File: src/rtl/reset_sequencer.sv
// Reset sequencer: synchronizes PLL lock, filters it, then releases
// core and peripheral resets in a fixed, staggered order.
module reset_sequencer #(
  parameter int SYNC_STAGES    = 2,
  parameter int LOCK_FILTER    = 16,
  parameter int HOLD_CYCLES    = 64,
  parameter int STAGGER_CYCLES = 8
) (
  input  logic       CLK,
  input  logic       RESET,
  input  logic       PLL_LOCK,
  input  logic       SW_RESET,
  output logic       CORE_RESET_N,
  output logic       PERIPH_RESET_N,
  output logic       READY,
  output logic [7:0] LOCK_LOSS_CNT
);

  localparam int MAX_FH =
    (LOCK_FILTER > HOLD_CYCLES) ? LOCK_FILTER : HOLD_CYCLES;
  localparam int CNT_MAX =
    (MAX_FH > STAGGER_CYCLES) ? MAX_FH : STAGGER_CYCLES;
  localparam int CW = $clog2(CNT_MAX + 1);

  localparam logic [CW-1:0] ONE       = CW'(1);
  localparam logic [CW-1:0] FILT_LAST = CW'(LOCK_FILTER - 1);
  localparam logic [CW-1:0] HOLD_LAST = CW'(HOLD_CYCLES - 1);
  localparam logic [CW-1:0] STAG_LAST = CW'(STAGGER_CYCLES - 1);

  typedef enum logic [2:0] {
    WAIT_LOCK,
    FILTER,
    HOLD,
    STAGGER,
    RUN
  } state_t;

  state_t                 state_q;
  state_t                 state_d;
  logic [CW-1:0]          cnt_q;
  logic [CW-1:0]          cnt_d;
  logic [SYNC_STAGES-1:0] sync_q;
  logic                   lock_s;
  logic                   lost;
  logic                   core_d;
  logic                   periph_d;
  logic [7:0]             loss_d;

  assign lock_s = sync_q[SYNC_STAGES-1];

  // PLL lock synchronizer; the only reader of the raw lock input
  always_ff @(posedge CLK or posedge RESET) begin
    if (RESET) begin
      sync_q <= '0;
    end else begin
      sync_q <= {sync_q[SYNC_STAGES-2:0], PLL_LOCK};
    end
  end

  // Next state, shared counter and registered-output inputs
  always_comb begin
    state_d  = state_q;
    cnt_d    = cnt_q;
    lost     = 1'b0;
    unique case (state_q)
      WAIT_LOCK: begin
        cnt_d = '0;
        if (lock_s) begin
          if (LOCK_FILTER == 1) begin
            state_d = HOLD;
          end else begin
            state_d = FILTER;
            cnt_d   = ONE;
          end
        end
      end
      FILTER: begin
        if (!lock_s) begin
          lost = 1'b1;
        end else if (cnt_q == FILT_LAST) begin
          state_d = HOLD;
          cnt_d   = '0;
        end else begin
          cnt_d = cnt_q + ONE;
        end
      end
      HOLD: begin
        if (!lock_s) begin
          lost = 1'b1;
        end else if (SW_RESET) begin
          cnt_d = '0;
        end else if (cnt_q == HOLD_LAST) begin
          state_d = STAGGER;
          cnt_d   = '0;
        end else begin
          cnt_d = cnt_q + ONE;
        end
      end
      STAGGER: begin
        if (!lock_s) begin
          lost = 1'b1;
        end else if (SW_RESET) begin
          state_d = HOLD;
          cnt_d   = '0;
        end else if (cnt_q == STAG_LAST) begin
          state_d = RUN;
          cnt_d   = '0;
        end else begin
          cnt_d = cnt_q + ONE;
        end
      end
      RUN: begin
        cnt_d = '0;
        if (!lock_s) begin
          lost = 1'b1;
        end else if (SW_RESET) begin
          state_d = HOLD;
        end
      end
      default: begin
        state_d = WAIT_LOCK;
        cnt_d   = '0;
      end
    endcase
    if (lost) begin
      state_d = WAIT_LOCK;
      cnt_d   = '0;
    end
    core_d   = (state_d == STAGGER) ||
               (state_d == RUN);
    periph_d = (state_d == RUN);
    loss_d   = LOCK_LOSS_CNT;
    if (lost && (LOCK_LOSS_CNT != 8'hFF)) begin
      loss_d = LOCK_LOSS_CNT + 8'd1;
    end
  end

  // State, counter and all outputs come straight from flops
  always_ff @(posedge CLK or posedge RESET) begin
    if (RESET) begin
      state_q        <= WAIT_LOCK;
      cnt_q          <= '0;
      CORE_RESET_N   <= 1'b0;
      PERIPH_RESET_N <= 1'b0;
      READY          <= 1'b0;
      LOCK_LOSS_CNT  <= 8'd0;
    end else begin
      state_q        <= state_d;
      cnt_q          <= cnt_d;
      CORE_RESET_N   <= core_d;
      PERIPH_RESET_N <= periph_d;
      READY          <= periph_d;
      LOCK_LOSS_CNT  <= loss_d;
    end
  end

endmodule

File: config.mk
export PLATFORM = sky130hd
export DESIGN_NAME = reset_sequencer
export DESIGN_NICKNAME = d
export VERILOG_FILES = /design/src/rtl/reset_sequencer.sv
export SDC_FILE = /design/constraint.sdc
export NUM_CORES = 1
export LEC_CHECK = 0
export ABC_AREA = 0
export BUFFER_PORTS_ARGS = -buffer_cell sky130_fd_sc_hd__clkbuf_2
export CAP_MARGIN = 20
export CORE_ASPECT_RATIO = 0.7
export CORE_MARGIN = 1
export CORE_UTILIZATION = 40
export DETAILED_ROUTE_END_ITERATION = 10
export GPL_TIMING_DRIVEN = 1
export SYNTH_ARGS = -nofsm -noshare
export SYNTH_HDL_FRONTEND = slang
export SYNTH_SLANG_ARGS = --single-unit
File: constraint.sdc
create_clock -name CLK -period 2.2 [get_ports CLK]
set_clock_uncertainty 0.15 [all_clocks]
set_input_delay 0.33 -clock CLK [delete_from_list [all_inputs] [get_ports CLK]]
set_output_delay 0.33 -clock CLK [all_outputs]
set_load 0.01 [all_outputs]
* After elaboration in Yosys (flattened, before gate mapping)
Index checks and enable logic that the tools add are counted.
Operators by class: reductions and logical operators 5, multiplexer cells 26, $add $sub $neg 2, equality and inequality tests 13
Operators with widths (number):
- 2-to-1 mux 7 bit | 9
- 2-to-1 mux 3 bit | 12
- case mux 7 bit (4 select lines) | 1
- case mux 3 bit (5 select lines) | 1
- equality test 3 x 2 -> 1 bit (second input constant) | 3
- inequality test 3 bit (second input constant) | 3
- adder 8 x 1 -> 8 bit (second input constant) | 1
- inequality test 8 bit (second input constant) | 1
- adder 7 x 1 -> 7 bit (second input constant) | 1
- equality test 7 x 3 -> 1 bit (second input constant) | 1
- equality test 7 x 4 -> 1 bit (second input constant) | 1
- equality test 7 x 6 -> 1 bit (second input constant) | 1
- equality test 3 bit (second input constant) | 2
- OR reduction 4 bit | 1
- equality test 3 x 1 -> 1 bit (second input constant) | 1
- logical NOT 3 bit | 1
- 2-to-1 mux 1 bit | 3
- AND reduction 3 bit | 1
- logical AND 1 bit | 1
- logical OR 1 bit | 1
Storage, ports and cells: output and inout port bits 11, register bits after elaboration 22, logic and storage cells 52, input bits 4

* Longest topological paths before layout
Gate-level depths: netlist of run 1.
depth after elaboration 8, mapped depth 5, gate-level depth less buffers 5

* Worst setup path after synthesis of run 1
No wires, ideal clock.
kind reg-to-reg, from register cnt_q[0], to register CORE_RESET_N, cell stages (with the launch flop) 6, clock period less this slack 1748 ps, setup slack 452 ps, data required time 1958 ps, buffers on the path 0, setup time 92 ps, arrival 1506 ps, path through dfrtp_1 ha_1 nor2b_1 a2111oi_4 nor4_2 o31ai_2
On the way: cells in the longest elaborated chain, start to end 8, elaborated cells on any way between the ends 16, those cells by class 5 x eq/ne; 10 x mux; 1 x reduce/logical
Ends and longest elaborated chain:
- from (decl) | RTL line 40 | logic [CW-1:0] cnt_q;
- from (signal assigned) | RTL line 149 | cnt_q <= cnt_d;
- equality test 7 x 3 -> 1 bit or equality test 7 x 6 -> 1 bit (tied branches) | RTL line 105, 92
- 2-to-1 mux 3 bit, on equally long branches | RTL line 105, 92
- 2-to-1 mux 3 bit, on equally long branches | RTL line 102, 90
- 2-to-1 mux 3 bit, on equally long branches | RTL line 100, 88
- case mux 3 bit (5 select lines) * | RTL line 65 | unique case (state_q)
- 2-to-1 mux 3 bit * | RTL line 125 | if (lost) begin
- equality test 3 x 2 -> 1 bit or equality test 3 bit (tied branches) | RTL line 129, 130
- logical OR 1 bit * | RTL line 129 | core_d = (state_d == STAGGER) ||
- via core_d | RTL line 45 | logic core_d;
- to (signal assigned) | RTL line 150 | CORE_RESET_N <= core_d;
- to (decl) | RTL line 13 | output logic CORE_RESET_N,
Mark *: on every way through the listed nets, which the timed path passes. The rest lies on a longest branch. A chain may end at the register's enable or synchronous reset.

* Final worst setup path of run 1
Same ends and word-level chain as after synthesis.

==> flow_summary.ini, run 1 <==
[run_status]
outcome = completed

[route]
wl_um = 2322
ant_nets = 0
first_pass_iters = 4
drtIter0Drc = 110
via_per_inst = 5.588
num_vias = 950
drc_errors = 0
wire_per_inst_um = 13.66

[timing]
setup_ws_ns = 0.2430
max_clock_freq_ghz = 0.5110
final-hold-violation-count = 0
finalSetupTns_ns = 0
max-slew-margin-rel_pct = 70.28
tightest_slew_ns = 0.4458
min_period_over_period_pct = 88.95
slew_violations = 0
min_period_ns = 1.957
setup_viol = 0
rsz0062_at_grt = false

[critical_path]
path_class = register to register
cp-end-kind = register
cp_slowest_cell = nor4_2
max_stage_delay_ns = 0.43
required_ns = 2.20
critical_path.max_fanout = 7
start_kind = register
critical_path.cell_chain = ha_1 > nor2b_1 > a2111oi_4 > nor4_2 > o31ai_2
crit_arrival_ns = 1.96

[placed_design]
dp_hpwl_um = 1721
gp_congestion = 0.8774
io_buffers = 14
dp_cells = 165
post-place-ws_ns = 0.2452

[synth]
synth_async_sr_flop_share_pct = 100.0
synthSimpleGateAreaFrac_pct = 25.08
syn_inst = 119
ys_top_cells_by_count = 22 x dfrtp_1, 13 x nor2_1, 8 x inv_1, 8 x nand2_1, 8 x xor2_1
synth-adder-area-share_pct = 2.014
synth_top_cell_by_area = dfrtp_1
yosys_warnings = 0
syn_area_per_cell_um2 = 10.44
synthTopCellsByArea = dfrtp_1 44%, xor2_1 5.6%, nor2_1 3.9%, nor4b_4 3.8%, inv_1 2.4%
synth_cell_types = 45
synth_top_area_share_pct = 44.31
ys.flop_type = dfrtp_1
synth_edf_count = 0
synth_compound_area_share_pct = 14.50
synth_most_common_cell = dfrtp_1
ys_seq_area_share_pct = 44.31
syn_area_um2 = 1242
ys_ff_latch = 22
synth_xor_area_share_pct = 7.754
synth.net_count = 125
synth_top_family_by_area = simple AND/OR/NAND/NOR gates
synth_mux_area_share_pct = 1.712

[flow_run]
cap_viol_max_count = 0

[global_route]
grt_usage_pct = 16.45
grt_pass1_wl_um = 4036
grt-ovfl-total = 0
grt_pass1_vias = 828
grt_max_degree = 23
antenna_found_initial = 0

[floorplanning]
rows = 16
boundaryPins = 15
die_w_um = 68.61
die_h_um = 48.63
start_util_pct = 43.40
dieArea_um2 = 3337
core-area_um2 = 2863

[clock_tree]
cts_root_buf = clkbuf_8
cts_sinks = 22
path_clk_slew_ns = 0.08
htreeDepth = 1
cts_buffer_depth = 2
cts-resized-gates = 0
clkLatencyLatePin_ns = 0.26
cts_made_buffers = 3
cts_tree = yes

[pwr]
cellLeakagePower_nw = 0.6738
vdd_ir_drop_max_v = 0.0005850
clockPowerShare_pct = 22.2
seqPwrFrac_pct = 46.2
swShare_pct = 36.55
combPwrFrac_pct = 31.6
power.switching_mw = 0.4798
p_int_mw = 0.8330
p_per_area_nw_per_um2 = 935.9

[finish]
final_cells = 170
antenna_cells = 0
area.growth.synth_to_final_pct = 12.89
layout.nets = 141
drive_gt1_share_pct = 22.39

[worst_hold_path]
hold_class = primary input to register
==> flip-flops by register name (all words and copies together) (netlist names) <==
signal         flops
cnt_q              7
READY              1
state_q            3
sync_q             2
CORE_RESET_N       1
LOCK_LOSS_CNT      8
==> per-stage QoR <==
stage                     hold WS, ns  instance area (um^2)  total power, mW  utilization [%]
after detailed placement       0.1847                  1338            1.035            46.72
after floorplan                0.1692                  1242           0.9021                -
final                         0.02309                  1403            1.313            48.99
after global routing         0.008368                  1403            1.408            48.99
after CTS                     0.01606                  1403            1.333            48.99
after global placement         0.1829                  1338            1.025            46.72
==> repair_timing <==
item | 4_1_cts | 5_1_grt
setup buffers | 0 | 0
endpoints found under the setup margin | 0 | 0
hold buffers | 1 | 0
hold endpoints to repair | 22 | 0
==> placed cells by master (no fill, tap or decap), drive strengths merged, types with 3 or more instances in the layout <==
cell	synthesis	final
nand3	3	3
o31ai	3	3
nor3	3	3
nand4	3	3
dfrtp	22	22
nor2	13	13
clkbuf	2	18
xnor2	3	3
nand2	8	8
a21oi	3	3
xor2	8	8
nor4	3	3
inv	8	8
==> kinds of logic after synthesis <==
| group | count (synthesis) |
|---|---|
| compound gates | 20 |
| xor+xnor | 11 |
| fa+ha+maj | 2 |
| buf+inv | 13 |
| flops | 22 |
| mux | 2 |
| simple gates | 49 |
==> routing by layer <==
metal	wire, um	track usage [%]
met1	1211	25.78
met4	13	4.167
met5	0	0
met2	986	20.92
met3	111	5.660
==> critical path, delay by kind of cell, from the launching register on <==
family / cells / cell delay [ns]
fa+ha+maj: 1 / 0.29
simple gates: 2 / 0.78
compound gates: 2 / 0.25
flops: 1 / 0.38
==> cell type report <==
| type | count | area (um^2) |
|---|---|---|
| clock buffers | 4 | 55.05 |
| fillers | 268 | 1460 |
| inverters | 8 | 30.03 |
| multi-input cells | 84 | 634.4 |
| flip-flops and latches | 22 | 550.5 |
| well taps | 36 | 45.04 |
| repair buffers | 16 | 87.58 |
==> power groups by stage <==
stage          combinational (mW)  clock (mW)  sequential, mW
6_report                    0.415       0.292           0.606
3_5_place_dp                0.421           0           0.614
4_1_cts                     0.423       0.303           0.607
2_1_floorplan               0.304           0           0.598
3_3_place_gp                0.419           0           0.607
5_1_grt                     0.466       0.320           0.622
==> path summary, 6_finish.rpt <==
path | startpoint | to | slack [ns] | cells past startpoint
max in group asynchronous | RESET | LOCK_LOSS_CNT[4] | 1.21 | 4
min reg2reg | sync_q[0] | sync_q[1] | 0.20 | 0
min in group asynchronous | RESET | cnt_q[5] | 0.47 | 4
min | PLL_LOCK | sync_q[0] | 0.02 | 1
max reg2reg | cnt_q[0] | CORE_RESET_N | 0.24 | 5
max | cnt_q[0] | CORE_RESET_N | 0.24 | 5
No activity file was read; power rests on OpenSTA's default activity.
==> run 2, diff against run 1 <==
--- a/constraint.sdc
+++ b/constraint.sdc
@@ -3,3 +3,3 @@
 set_input_delay 0.33 -clock CLK [delete_from_list [all_inputs] [get_ports CLK]]
 set_output_delay 0.33 -clock CLK [all_outputs]
-set_load 0.01 [all_outputs]
+set_load 0.1 [all_outputs]
==> run 2 against run 1 <==
  * Die area is the same
  * Critical path depth is the same
  * Cell count rose by 0.59%
  * Global-route usage is 0.13 points higher
  * Sequential share of layout area is 0.51 points lower
  * Routed wire length rose by 6.8%
  * Flip-flop and latch count is the same
  * Combinational power rose by 90%
  * Worst hold slack better by 0.18 ns
  * Register-to-register slack worse by 0.02 ns
  * Critical path type unchanged
==> flow_summary.ini, run 2 (synthesis results as in run 1) <==
[finish]
layout.nets = 142
final_common_cell = dfrtp_1
area.growth.synth_to_final_pct = 15.41
top_register = LOCK_LOSS_CNT
largestRegisters = LOCK_LOSS_CNT: 8 flops, cnt_q: 7 flops, state_q: 3 flops
layout_common_cells = 18 x dfrtp_1, 14 x clkbuf_2, 13 x nor2_1
antenna_cells = 0
drive_gt1_share_pct = 25.19
final_cell_area_um2 = 1434
final_core_util_pct = 50.09
largest_reg_flops = 8
final_cells = 171

[timing]
finalSetupTns_ns = 0
setup_viol = 0
max-slew-margin-rel_pct = 64.24
final-hold-violation-count = 0
rsz0062_at_grt = false
slew_violations = 0
min_period_over_period_pct = 89.74
tightest_slew_ns = 0.5386
min_period_ns = 1.974
max_clock_freq_ghz = 0.5065
hold-worst-slack_ns = 0.2026

[critical_path]
timing.critical_path.buf_inv = 0
max_stage_delay_ns = 0.43
timing.rr.end = CORE_RESET_N
cp-end-kind = register
r2r-start = cnt_q[0]
worstRegToRegCells = 5
path_class = register to register
start_kind = register
crit_arrival_ns = 1.97
cp_slowest_cell = nor4_2
critical_path.cell_chain = ha_1 > nor2b_1 > a2111oi_4 > nor4_2 > o31ai_2
cpLargestDelayFamily = simple AND/OR/NAND/NOR gates
reg2reg_slack_ns = 0.23
required_ns = 2.20
critical_path.max_fanout = 7

[route]
drc_errors = 0
wl_um = 2480
num_vias = 948
drtIter0Drc = 73
ant_nets = 0
wire_per_inst_um = 14.50
via_per_inst = 5.544
first_pass_iters = 4

[pwr]
p_per_area_nw_per_um2 = 1243
cellLeakagePower_nw = 0.6808
vdd_ir_drop_max_v = 0.001110

[floorplanning]
die_h_um = 48.63
start_util_pct = 43.40
core-area_um2 = 2863
dieArea_um2 = 3337
boundaryPins = 15
die_w_um = 68.61
rows = 16

[global_route]
grt_pass1_wl_um = 4105
grt_pass1_vias = 869
grt_usage_pct = 16.58
antenna_found_initial = 0
grt_max_degree = 23
grt-ovfl-total = 0

[clock_tree]
cts_made_buffers = 3
path_clk_slew_ns = 0.08
cts_hold_buf = 1
clkLatencyLatePin_ns = 0.26
cts_sinks = 22
htreeDepth = 1
cts_setup_buffers = 0
cts_root_buf = clkbuf_8
cts-resized-gates = 0
cts_tree = yes
cts_buffer_depth = 2

[placed_design]
gp_congestion = 0.8428
dp_hpwl_um = 1797
dp_cells = 165
placed_cell_area_um2 = 1343
io_buffers = 14

[worst_hold_path]
worstHoldPathCells = 0
min_from = sync_q[0]
worstHoldEndpoint = sync_q[1]
hold_class = register to register

[run_status]
outcome = completed

[flow_run]
cap_viol_max_count = 0
-- run 2: cell count changes in the layout (fill, tap and decap cells not counted) --
cell / change
dfrtp_1: -4
dfrtp_2: +4
bufinv_16: +1
clkbuf_8: -1
dlygate4sd3_1: +1
-- run 2: worst reg2reg max path: cells and delay by family, from the launching register on --
family                     cells  cell delay, ns
AOI/OAI and AO/OA              2            0.26
and+or+nand+nor                2            0.78
adders and majority gates      1            0.29
DFF                            1            0.38
-- run 2: worst max-delay path by stage --
| stage | slack [ns] | depth (start not counted) | to | start |
|---|---|---|---|---|
| after floorplan | 0.02 | 3 | LOCK_LOSS_CNT[1] | LOCK_LOSS_CNT[4] |
| after global placement | 0.29 | 5 | CORE_RESET_N | cnt_q[0] |
| after detailed placement | 0.25 | 5 | CORE_RESET_N | cnt_q[0] |
| after CTS | 0.22 | 5 | CORE_RESET_N | cnt_q[0] |
| after global routing | 0.1 | 5 | CORE_RESET_N | cnt_q[0] |
| final | 0.23 | 5 | CORE_RESET_N | cnt_q[0] |
-- run 2: final cells by class --
class / count / area [um^2]
Clock buffer: 3 / 41.29
Clock inverter: 1 / 30.03
Fill cell: 259 / 1429
Inverter: 8 / 30.03
Multi-Input combinational cell: 84 / 634.4
Sequential cell: 22 / 555.5
Tap cell: 36 / 45.04
Timing Repair Buffer: 17 / 97.59
-- run 2: where the power goes --
part           switching (mW)  internal (mW)
combinational           0.600          0.190
sequential              0.123          0.493
clock                   0.133          0.243
total                   0.856          0.926
-- run 2: metrics by stage --
stage | power, mW | setup slack, ns
3_3_place_gp | 1.397 | 0.2907
4_1_cts | 1.794 | 0.2231
2_1_floorplan | 1.268 | 0.01759
6_report | 1.783 | 0.2257
5_1_grt | 1.890 | 0.09514
3_5_place_dp | 1.412 | 0.2490
-- run 2: per-layer routing --
layer / track usage [%] / routed length, um
met5: 0 / 0
met4: 3.125 / 13
met3: 4.953 / 111
met2: 22.55 / 1060
met1: 25.63 / 1294
==> run 3, diff against run 2 <==
SLEW_MARGIN = 20   (was default)
clock period = 2.5 ns   (was 2.2 ns; I/O delays follow)
==> run 3 against run 2 <==
  * Combinational power down 13%
  * Die area did not move
  * First-iteration DRC count rose by 29%
  * Critical path type unchanged
==> flow_summary.ini, run 3 (synthesis results as in run 1) <==
[global_route]
grtUsageMet3_pct = 4.245
grt-ovfl-total = 0
grt_usage_pct = 16.14
grt_pass1_vias = 847
grt_pass1_wl_um = 4029
antenna_found_initial = 0
grt_use_met2_pct = 22.22
gr-max-usage-layer = met1
grt_max_degree = 23
met1_usage_pct = 25.04

[critical_path]
start_kind = register
timing.rr.end = cnt_q[3]
critical_path.cell_chain = ha_1 > nor2b_1 > a2111oi_4 > o31ai_1 > nor2_1
required_ns = 2.53
worstSetupStartpoint = cnt_q[0]
crit_path_end = cnt_q[3]
crit_arrival_ns = 1.98
cp-end-kind = register
max_stage_delay_ns = 0.48
critical_path.max_fanout = 7
r2r-start = cnt_q[0]
cp_slowest_cell = a2111oi_4
reg2reg_slack_ns = 0.56
worstRegToRegCells = 5
path_class = register to register

[floorplanning]
core-area_um2 = 2863
dieArea_um2 = 3337
die_h_um = 48.63
start_util_pct = 43.40
die_w_um = 68.61
boundaryPins = 15
rows = 16

[pwr]
power.switching_mw = 0.7482
vdd_ir_drop_max_v = 0.0008688
combPwrFrac_pct = 46.4
cellLeakagePower_nw = 0.6648
p_int_mw = 0.7309
seqPwrFrac_pct = 36.1
swShare_pct = 50.58
p_per_area_nw_per_um2 = 1068
clockPowerShare_pct = 17.5

[placed_design]
gp_congestion = 0.8665
dp_cells = 164
post-place-ws_ns = 0.5662
placed_cell_area_um2 = 1330
io_buffers = 14
dp_hpwl_um = 1692

[finish]
n_fill_cell = 260
drive_gt1_share_pct = 21.97
antenna_cells = 0
largestRegisters = LOCK_LOSS_CNT: 8 flops, cnt_q: 7 flops, state_q: 3 flops
largest_reg_flops = 8
area.growth.synth_to_final_pct = 11.48
register_area_um2 = 550.5
final_common_cell = dfrtp_1
layout_common_cells = 22 x dfrtp_1, 14 x clkbuf_2, 13 x nor2_1
final_cells = 168
layout.nets = 139
final_cell_area_um2 = 1385
top_register = LOCK_LOSS_CNT
multi_input_area_um2 = 634.4

[clock_tree]
cts_buffer_depth = 2
htreeDepth = 1
cts_made_buffers = 3
path_clk_slew_ns = 0.07
cts-resized-gates = 0
cts_hold_buf = 0
cts_tree = yes
cts_sinks = 22
cts_root_buf = clkbuf_8
cts_setup_buffers = 0
clkLatencyLatePin_ns = 0.27

[route]
first_pass_iters = 4
num_vias = 920
drtIter0Drc = 94
via_per_inst = 5.476
wl_um = 2303
wire_per_inst_um = 13.71
drc_errors = 0
ant_nets = 0

[timing]
tightest_slew_ns = 0.8284
min_period_over_period_pct = 77.77
min_period_ns = 1.944
max_clock_freq_ghz = 0.5143
rsz0062_at_grt = false
setup_ws_ns = 0.5556
finalSetupTns_ns = 0
setup_viol = 0
max-slew-margin-rel_pct = 44.71
final-hold-violation-count = 0
slew_violations = 0

[run_status]
outcome = completed

[worst_hold_path]
worstHoldPathCells = 1
hold_class = primary input to register

[flow_run]
cap_viol_max_count = 0
run 3: layout make-up:
type | instances | share of cell area (%)
inverters | 8 | 2.168
multi-input cells | 84 | 45.80
clock buffers | 4 | 3.975
repair buffers | 14 | 5.059
well taps | 36 | 3.252
flip-flops and latches | 22 | 39.75
run 3: power by group through the flow:
stage | clock network (mW) | logic (mW) | registers [mW]
finish | 0.260 | 0.686 | 0.533
floorplan | 0 | 0.268 | 0.841
global placement | 0 | 0.688 | 0.534
detailed placement | 0 | 0.688 | 0.539
global route | 0.289 | 0.733 | 0.552
CTS | 0.268 | 0.690 | 0.532
run 3: per-layer routing:
metal  vias up  part of all wire, %
li1        450                    -
met1       439                   51
met2        26                   42
met3         5                  5.2
met4         0                 0.87
met5         -                    0
run 3: stage by stage:
step | hold slack, ns | util (%) | power [mW]
after floorplan | 0.1812 | - | 1.109
after CTS | 0.06110 | 48.38 | 1.490
after detailed placement | 0.1978 | 46.46 | 1.227
after global placement | 0.1824 | 46.46 | 1.222
after global routing | 0.05673 | 48.38 | 1.574
final | 0.06756 | 48.38 | 1.479
run 3: worst min-delay path by stage:
| stage | from | end | slack [ns] |
|---|---|---|---|
| floorplan | sync_q[0] | sync_q[1] | 0.18 |
| global placement | sync_q[0] | sync_q[1] | 0.18 |
| detailed placement | sync_q[0] | sync_q[1] | 0.20 |
| CTS | PLL_LOCK | sync_q[0] | 0.06 |
| global route | PLL_LOCK | sync_q[0] | 0.06 |
| finish | PLL_LOCK | sync_q[0] | 0.07 |
run 3: critical path, delay by kind of cell (launching register included):
family	cells	cell delay, ns
AO/OA/AOI/OAI	2	0.68
flip-flops	1	0.40
adder cells (fa/ha/maj)	1	0.28
AND/OR/NAND/NOR	2	0.36
